--- config.mk ---
export PLATFORM = sky130hd
export DESIGN_NAME = cntr_n
export DESIGN_NICKNAME = d
export VERILOG_FILES = /design/src/rtl/cntr_pkg.sv /design/src/rtl/cntr_n_ns.sv /design/src/rtl/cntr_n.sv
export SDC_FILE = /design/constraint.sdc
export NUM_CORES = 1
export LEC_CHECK = 0
export BUFFER_PORTS_ARGS = -buffer_cell sky130_fd_sc_hd__buf_2
export CAP_MARGIN = 5
export CORE_MARGIN = 2
export CORE_UTILIZATION = 46
export DETAILED_ROUTE_END_ITERATION = 12
export HOLD_SLACK_MARGIN = 0.03
export PLACE_DENSITY = 0.79
export SYNTH_ARGS = -nofsm -noshare
export SYNTH_HDL_FRONTEND = slang
export SYNTH_SLANG_ARGS = --single-unit
--- constraint.sdc ---
create_clock -name clk -period 3.8 [get_ports clk]
set_clock_uncertainty 0.15 [all_clocks]
set_input_delay 0.57 -clock clk [delete_from_list [all_inputs] [get_ports clk]]
set_output_delay 0.57 -clock clk [all_outputs]
set_load 0.02 [all_outputs]
--- src/rtl/cntr_pkg.sv ---
// Shared definitions for the cntr_n counter family: state width and state encodings.
package cntr_pkg;

    localparam int STATE_W = 3;

    localparam logic [STATE_W-1:0] S_IDLE = 3'b000;
    localparam logic [STATE_W-1:0] S_LOAD = 3'b001;
    localparam logic [STATE_W-1:0] S_INC  = 3'b010;
    localparam logic [STATE_W-1:0] S_INC2 = 3'b011;
    localparam logic [STATE_W-1:0] S_DEC  = 3'b100;
    localparam logic [STATE_W-1:0] S_DEC2 = 3'b101;

endpackage

--- src/rtl/cntr_n_ns.sv ---
// Combinational next-state logic for cntr_n: load beats everything, opposing requests cancel,
// and a repeated request in the same direction promotes to the double-step state.
module cntr_n_ns
    import cntr_pkg::*;
(
    input  logic [STATE_W-1:0] state,
    input  logic               inc,
    input  logic               dec,
    input  logic               load,
    output logic [STATE_W-1:0] next_state
);

    logic state_legal;

    assign state_legal = (state != 3'b110) && (state != 3'b111);

    always_comb begin
        next_state = S_IDLE;
        // An unused encoding always falls back to IDLE, whatever the inputs request.
        if (!state_legal) begin
            next_state = S_IDLE;
        end else if (load) begin
            next_state = S_LOAD;
        end else if (inc && dec) begin
            next_state = S_IDLE;
        end else if (inc) begin
            next_state = (state == S_INC || state == S_INC2) ? S_INC2 : S_INC;
        end else if (dec) begin
            next_state = (state == S_DEC || state == S_DEC2) ? S_DEC2 : S_DEC;
        end
    end

endmodule

--- src/rtl/cntr_n.sv ---
// Up/down counter with parallel load, accelerated stepping and wrap or clamp on overflow.
// The value is updated at the same edge the new state is entered.
module cntr_n
    import cntr_pkg::*;
#(
    parameter int WIDTH    = 8,
    parameter bit SATURATE = 1'b0
) (
    input  logic               clk,
    input  logic               reset,
    input  logic               inc,
    input  logic               dec,
    input  logic               load,
    input  logic [WIDTH-1:0]   d_in,
    output logic [WIDTH-1:0]   d_out,
    output logic [STATE_W-1:0] o_state,
    output logic               o_tc
);

    localparam logic [WIDTH:0] STEP1 = (WIDTH+1)'(1);
    localparam logic [WIDTH:0] STEP2 = (WIDTH+1)'(2);

    logic [STATE_W-1:0] state_reg, state_next;
    logic [WIDTH-1:0]   cnt_reg, cnt_next;
    logic               tc_reg, tc_next;
    logic [WIDTH:0]     cnt_ext;
    logic [WIDTH:0]     sum;
    logic               going_up;

    cntr_n_ns u_ns (
        .state      (state_reg),
        .inc        (inc),
        .dec        (dec),
        .load       (load),
        .next_state (state_next)
    );

    assign cnt_ext = {1'b0, cnt_reg};

    always_comb begin
        sum      = cnt_ext;
        going_up = 1'b0;
        case (state_next)
            S_INC:   begin sum = cnt_ext + STEP1; going_up = 1'b1; end
            S_INC2:  begin sum = cnt_ext + STEP2; going_up = 1'b1; end
            S_DEC:   sum = cnt_ext - STEP1;
            S_DEC2:  sum = cnt_ext - STEP2;
            default: sum = cnt_ext;
        endcase
    end

    // The extra top bit is a carry when stepping up and a borrow when stepping down.
    always_comb begin
        cnt_next = cnt_reg;
        tc_next  = 1'b0;
        if (state_next == S_LOAD) begin
            cnt_next = d_in;
        end else if (sum[WIDTH]) begin
            tc_next = 1'b1;
            if (SATURATE) begin
                cnt_next = going_up ? {WIDTH{1'b1}} : {WIDTH{1'b0}};
            end else begin
                cnt_next = sum[WIDTH-1:0];
            end
        end else begin
            cnt_next = sum[WIDTH-1:0];
        end
    end

    always_ff @(posedge clk) begin
        if (reset) begin
            state_reg <= S_IDLE;
            cnt_reg   <= '0;
            tc_reg    <= 1'b0;
        end else begin
            state_reg <= state_next;
            cnt_reg   <= cnt_next;
            tc_reg    <= tc_next;
        end
    end

    assign d_out   = cnt_reg;
    assign o_state = state_reg;
    assign o_tc    = tc_reg;

endmodule
Word level (Yosys, flattened, before mapping). Index checks and enable logic that the tools add are counted.

Eq/ne operators: 11. Bitwise logic cells: 0. Divide/modulo/power cells: 0. Multiplexer cells: 10. $lt $le $gt $ge: 0. Reductions and logical operators: 6. $mul: 0. Shifts and indexed selects: 0. $add $sub $neg: 4.

Operators with widths (number): $pmux 9 s4 (1); $mux 3 (5); $eq 3x2->1 const B (4); $eq 3x3->1 const B (4); $add 8x1->9 const B (1); $add 8x2->9 const B (1); $sub 8x1->9 const B (1); $sub 8x2->9 const B (1); $mux 8 (1); $ne 3x3->1 const B (2); $reduce_bool 5->1 (1); $eq 3x1->1 const B (1); $mux 1 (3); $logic_and 1x1->1 (2); $logic_or 1x1->1 (2); $reduce_or 2->1 (1).

RAM bits: 0. Register bits after elaboration: 12. Bits of input ports: 13. Memories: 0. Memory bits (read-only): 0. Latch bits: 0. Output and inout port bits: 12. Word-level logic and storage cells: 34.

Longest topological paths before layout. Gate-level depths: netlist (run 1).

Word-level depth: 11. Mapped depth: 10.

By module. Synthesis (run 1) repeated with hierarchy kept, for this count alone.

Cells, all modules: 176. Area, all modules: 1362.6 um2.

By module, submodules not included: cntr_n (cells an instance 169, area an instance 1302.5 um2, instances 1); cntr_n_ns (cells an instance 7, area an instance 60.1 um2, instances 1).

Worst setup path before layout (run 1). No wires, ideal clock.

Kind: input to register. Start: input inc. End: register tc_reg (netlist: o_tc). Buffers on the path: 0. Arrival time: 2.586 ns. Slack: 0.943 ns. Setup time: 0.121 ns. Stages: 8. Data required time: 3.529 ns. Cell sequence: nand4bb_1 nor2_1 ha_1 a211oi_1 o21ai_0 a2111oi_4 a211oi_2 mux2_4.

Cells in the longest elaborated chain, start to end: 7.

Ends and longest elaborated chain: from (decl) (line cntr_n.sv:11) `input logic inc,`; $mux 3 or $logic_and 1x1->1 (tied branches) (line cntr_n_ns.sv:26, cntr_n_ns.sv:24); $mux 3 (*) (line cntr_n_ns.sv:24) `end else if (inc && dec) begin`; $mux 3 (*) (line cntr_n_ns.sv:22) `end else if (load) begin`; $mux 3 (*) (line cntr_n_ns.sv:20) `if (!state_legal) begin`; $eq 3x3->1 or $eq 3x2->1 (tied branches); $pmux 9 s4 (line cntr_n.sv:43) `case (state_next)`; $mux 1 (line cntr_n.sv:58) `end else if (sum[WIDTH]) begin`; to (signal assigned) (line cntr_n.sv:78) `tc_reg <= tc_next;`; to (decl) (line cntr_n.sv:25) `logic tc_reg, tc_next;`.

Mark *: on every way between the ends. The rest lies on a longest branch, timed or not. A chain may end at the register's enable or synchronous reset.

Worst setup path after layout (run 1). Ends and elaborated chain as after synthesis.

==> results.yml, run 1 <==
synthesis:
  ys_seq_elements: 12
  synth-edff-count: 0
  syn_area_um2: 1280
  synthFlopType: "dfxtp_1"
  synth_most_common_cell: "nor2_1"
  ys_top_cells_by_count: "15 x nor2_1, 13 x ha_1, 12 x dfxtp_1"
  synth_area_leaders: "dfxtp_1 19%, ha_1 13%, a211oi_1 5.3%"
  yosys_warnings: 0
  synth_area_per_cell_um2: 8.56
  synth_fp_nets: 178
  synth_cell_types: 51
  yosysTopAreaCell: "dfxtp_1"
  netlist.area_leader.share_pct: 18.7
  syn-instance-count: 150
  async_flop_share_pct: 0
  ys_seq_area_share_pct: 18.7
clocking:
  cts.clk_slew.worst_paths_ns: 0.08
  clock-sinks: 12
  htree_levels: 1
  cts_tree: "yes"
  numCtsBuffers: 3
  postCtsResizedCells: 0
  clockRootBuffer: "clkbuf_4"
  cts_setup_buffers: 0
  cts_hold_buffers: 0
  clk_path_buf_depth: 2
  insertion_delay_ns: 0.28
critical_path:
  startpoint_type: "input pin"
  critPathMaxFanout: 8
  worst_r2r_path_depth: 8
  critPathCaptureType: "flop"
  r2r-end: "o_tc$_SDFF_PP0_"
  cp.arrival_ns: 3.11
  cp-endpoint: "o_tc$_SDFF_PP0_"
  critical_path_required_ns: 3.82
  criticalPathCategory: "input pin to flop"
  reg2reg_from: "o_state[2]$_SDFF_PP0_"
  reg2reg_slack_ns: 0.72
  startpoint: "inc"
detailed_routing:
  wire_per_inst_um: 17.2
  drc: 0
  ant_nets: 0
  drt_pass1_iterations: 4
  wl_mm: 3.53
  via_per_inst: 6.32
  dr.first_iter.drc_count: 51
  num_vias: 1295
sta:
  slew_headroom_pct: 59.9
  fmax_mhz: 324
  finalSetupTns_ns: 0
  worst_slew_pin_slew_ns: 0.597
  hold_viol: 0
  timing.final.crit_period_ns: 3.09
  rsz0062_at_grt: "false"
  hold-worst-slack_ns: 0.398
  fin_crit_sh_pct: 81.3
  finalMaxSlewViolations: 0
  setup_viol: 0
placed_design:
  gp_congestion: 0.931
  hpwl_mm: 2.70
  port_buffers: 24
cells_and_area:
  fin_nets: 203
  syn_to_final_growth_pct: 13.8
  antennaDiodeCount: 0
  finalCoreUtilization_pct: 53.9
  n_fill_cell: 269
  multi_input_area_um2: 996
  drive_above_1_share_pct: 23.6
  ff_latch_area_um2: 240
run_status:
  outcome: "completed"
power_and_ir_drop:
  p_per_area_nw_per_um2: 280
  p_leak_nw: 0.664
  vdd_drop_max_mv: 0.157
  power.total_w: 0.000409
floorplanning:
  fp.dieArea_um2: 3230
  io-pin-count: 25
  design.core.area_um2: 2710
  rows: 19
  die_w_um: 56.8
  dieHeight_um: 56.8
  initial_core_util_pct: 47.4
flow_run:
  drv_cap: 0
global_route:
  grt_usage_pct: 23.1
  grt_start_max_net_pins: 15
  grt_pass1_vias: 1294
  grt_antenna_before_repair: 0
  overflow: 0
  grt_first_pass_wirelength_mm: 5.94
min_path:
  hp-class: "flop to flop"
==> layer usage <==
layer / part of all wire, % / track usage, % / vias to the layer above
met5: 0 / 0 / -
met4: 1.8 / 9.97 / 0
met3: 4.0 / 2.76 / 9
met2: 50 / 38.5 / 39
met1: 44 / 29.9 / 613
li1: - / - / 634
==> final cells by class <==
type / instances / area share, %
clock buffers: 4 / 2.48
inverters: 6 / 1.54
multi-input cells: 127 / 68.2
flip-flops and latches: 12 / 16.4
well taps: 31 / 2.65
repair buffers: 25 / 8.73
==> cells in the final DEF (no fill, tap or decap), types with 3 or more instances in the layout <==
| cell type | instances |
|---|---|
| a221oi_1 | 4 |
| buf_2 | 24 |
| xnor2_1 | 4 |
| a21oi_1 | 10 |
| o21ai_0 | 5 |
| clkbuf_4 | 3 |
| nor2_1 | 15 |
| ha_1 | 13 |
| nand2_1 | 5 |
| o21a_1 | 3 |
| a21o_1 | 5 |
| a211oi_1 | 9 |
| nor3_1 | 7 |
| inv_1 | 6 |
| dfxtp_1 | 12 |
==> kinds of logic (layout without fill, tap and decap cells) <==
logic type                 after synthesis  in the layout  share of synthesized area, %
AOI/OAI and AO/OA                       58             58                          34.9
xor gates and xnor gates                 4              4                          2.73
adders and majority gates               15             15                          15.8
buffers and inverters                   11             35                          3.70
DFF                                     12             12                          18.7
muxes                                    5              5                          4.78
and+or+nand+nor                         45             45                          19.4
==> worst min-delay path by stage <==
stage,slack [ns],depth (start not counted),startpoint,endpoint
2_1_floorplan,0.45,2,d_out[0]$_SDFFE_PP0P_,d_out[0]$_SDFFE_PP0P_
3_3_place_gp,0.39,2,d_out[0]$_SDFFE_PP0P_,d_out[0]$_SDFFE_PP0P_
3_5_place_dp,0.39,2,d_out[0]$_SDFFE_PP0P_,d_out[0]$_SDFFE_PP0P_
4_1_cts,0.40,2,d_out[0]$_SDFFE_PP0P_,d_out[0]$_SDFFE_PP0P_
5_1_grt,0.41,3,d_in[2],d_out[2]$_SDFFE_PP0P_
6_report,0.40,2,d_out[0]$_SDFFE_PP0P_,d_out[0]$_SDFFE_PP0P_
==> worst max-delay path, stage by stage <==
cell	delay, ns
buf_2	0.14
nand4bb_1	0.26
nor2_1	0.47
ha_1	0.36
a211oi_1	0.32
o21ai_0	0.24
a2111oi_4	0.36
a211oi_2	0.08
mux2_4	0.31
==> flip-flops by register name, summed over array words and instances, names as in the netlist <==
register,count
o_tc,1
o_state,3
d_out,8
==> metrics by stage <==
step | cells | area [µm²] | worst slack (ns)
floorplan | 150 | 1280 | 0.943
global placement | 201 | 1430 | 0.561
finish | 205 | 1460 | 0.711
global route | 205 | 1460 | 0.583
detailed placement | 201 | 1430 | 0.510
CTS | 205 | 1460 | 0.774
==> where the power goes <==
part,switching [W],internal [W],leakage [nW],total [W]
sequential,0.0000165,0.000136,0.0990,0.000152
combinational,0.0000860,0.0000655,0.544,0.000152
clock,0.0000471,0.0000583,0.0210,0.000105
No activity file was read; power rests on OpenSTA's default activity.
==> inputs of run 2 (changes only) <==
PLACE_DENSITY = 0.82   (was 0.79)
clock period = 2.8 ns   (was 3.8 ns; I/O delays follow)
==> run 2 against run 1 <==
Net effect:
- critical path depth grew 1
- first-iteration DRC count unchanged
- sequential power increased by 36%
- sequential cell count unchanged
- count of clock-buffer cells in the layout unchanged
- via count rose by 4.4%
- worst hold slack got worse by 0.15 ns
- final cell count increased by 4.9%
- design area up 5.3%
- die area stayed put
- non-clock buffer count is 10 higher
- global-route usage increased by 0.77 points
- critical endpoint is now d_out[5]$_SDFFE_PP0P_
- largest cell class unchanged
- largest power group is now combinational cells
==> results.yml, run 2 (same netlist as run 1, synthesis figures left out) <==
sta:
  finalMaxSlewViolations: 0
  hold_viol: 0
  setup_viol: 0
  fmax_mhz: 384
  timing.final.crit_period_ns: 2.61
  worst_slew_pin_slew_ns: 0.553
  fin_crit_sh_pct: 93.1
  rsz0062_at_grt: "false"
  slew_headroom_pct: 62.9
  fin_ws_ns: 0.194
  hold-worst-slack_ns: 0.253
critical_path:
  startpoint_type: "flop"
  cp.arrival_ns: 2.66
  reg2reg_from: "o_state[2]$_SDFF_PP0_"
  criticalPathCategory: "flop to flop"
  critical_path_required_ns: 2.85
  critPathMaxFanout: 7
  r2r-end: "d_out[5]$_SDFFE_PP0P_"
  critPathCaptureType: "flop"
  reg2reg_slack_ns: 0.19
  worst_r2r_path_depth: 10
floorplanning:
  fp.dieArea_um2: 3230
  design.core.area_um2: 2710
  io-pin-count: 25
  initial_core_util_pct: 47.4
  dieHeight_um: 56.8
  die_w_um: 56.8
  rows: 19
clocking:
  cts.clk_slew.worst_paths_ns: 0.09
  cts_setup_buffers: 0
  htree_levels: 1
  clk_path_buf_depth: 2
  clock-sinks: 12
  clockRootBuffer: "clkbuf_4"
  postCtsResizedCells: 0
  cts_tree: "yes"
  numCtsBuffers: 3
  insertion_delay_ns: 0.29
  cts_hold_buffers: 0
run_status:
  outcome: "completed"
detailed_routing:
  wl_mm: 3.64
  drt_pass1_iterations: 4
  ant_nets: 0
  num_vias: 1352
  via_per_inst: 6.29
  wire_per_inst_um: 16.9
  drc: 0
  dr.first_iter.drc_count: 51
global_route:
  grt_pass1_vias: 1346
  grt_start_max_net_pins: 15
  grt_antenna_before_repair: 0
  grt_first_pass_wirelength_mm: 6.02
  overflow: 0
  grt_usage_pct: 23.9
power_and_ir_drop:
  p_leak_nw: 0.713
  power.total_w: 0.000572
  vdd_drop_max_mv: 0.256
  p_per_area_nw_per_um2: 371
cells_and_area:
  largest_reg_flops: 8
  stdcell_area_um2: 1540
  layout_common_cells: "24 x buf_2, 14 x nor2_1, 13 x ha_1, 12 x dfxtp_1, 11 x buf_4"
  syn_to_final_growth_pct: 19.9
  finalCoreUtilization_pct: 56.8
  final_common_cell: "buf_2"
  drive_above_1_share_pct: 28.3
  fin_nets: 213
  antennaDiodeCount: 0
flow_run:
  drv_cap: 0
placed_design:
  dp_worst_setup_slack_ns: -0.0127
  place_area_um2: 1500
  hpwl_mm: 2.84
  gp_congestion: 0.838
  port_buffers: 24
min_path:
  hp-class: "input pin to flop"
  min_to: "d_out[2]$_SDFFE_PP0P_"
  min_path_cells: 3
  min-delay-start: "d_in[2]"
run 2: cell type report:
cell class / count / area [µm²]
fill: 252 / 1170
multi-input combinational: 127 / 998
sequential: 12 / 240
timing repair buffer: 35 / 203
tap: 31 / 38.8
clock buffer: 4 / 36.3
inverter: 6 / 22.5
run 2: critical path, stage by stage, from the launching register on:
cell      delay (ns)
dfxtp_1         0.47
nor2_4          0.08
nand2b_1        0.13
inv_1           0.11
buf_4           0.15
ha_1            0.33
and3_1          0.19
a221oi_1        0.38
xnor2_1         0.17
nand2_1         0.09
a221oi_1        0.26
run 2: how the worst max path moves through the flow:
stage                           from               endpoint  slack [ns]  depth (start not counted)
2_1_floorplan  o_state[2]$_SDFF_PP0_        o_tc$_SDFF_PP0_        0.01                          8
3_3_place_gp                     inc        o_tc$_SDFF_PP0_        0.05                          9
3_5_place_dp                     inc        o_tc$_SDFF_PP0_       -0.01                          9
4_1_cts        o_state[2]$_SDFF_PP0_        o_tc$_SDFF_PP0_        0.09                          8
5_1_grt        o_state[2]$_SDFF_PP0_  d_out[5]$_SDFFE_PP0P_        0.03                         10
6_report       o_state[2]$_SDFF_PP0_  d_out[5]$_SDFFE_PP0P_        0.19                         10
run 2: report_power, final:
group / leakage [nW] / switching [W] / internal, W
combinational: 0.593 / 0.000118 / 0.0000961
clock: 0.0210 / 0.0000714 / 0.0000794
sequential: 0.0990 / 0.0000216 / 0.000185
total: 0.713 / 0.000211 / 0.000360
run 2: metrics by stage:
| step | setup TNS, ns | cells |
|---|---|---|
| 2_1_floorplan | 0 | 150 |
| 3_3_place_gp | 0 | 211 |
| 3_5_place_dp | -0.0127 | 211 |
| 4_1_cts | 0 | 215 |
| 5_1_grt | 0 | 215 |
| 6_report | 0 | 215 |
run 2: per-layer routing:
layer	GRT usage (%)	wire length, µm	vias to the layer above
li1	-	-	650
met1	28.3	1510	649
met2	41.0	1860	44
met3	3.92	204	9
met4	12.3	70	0
met5	0	0	-
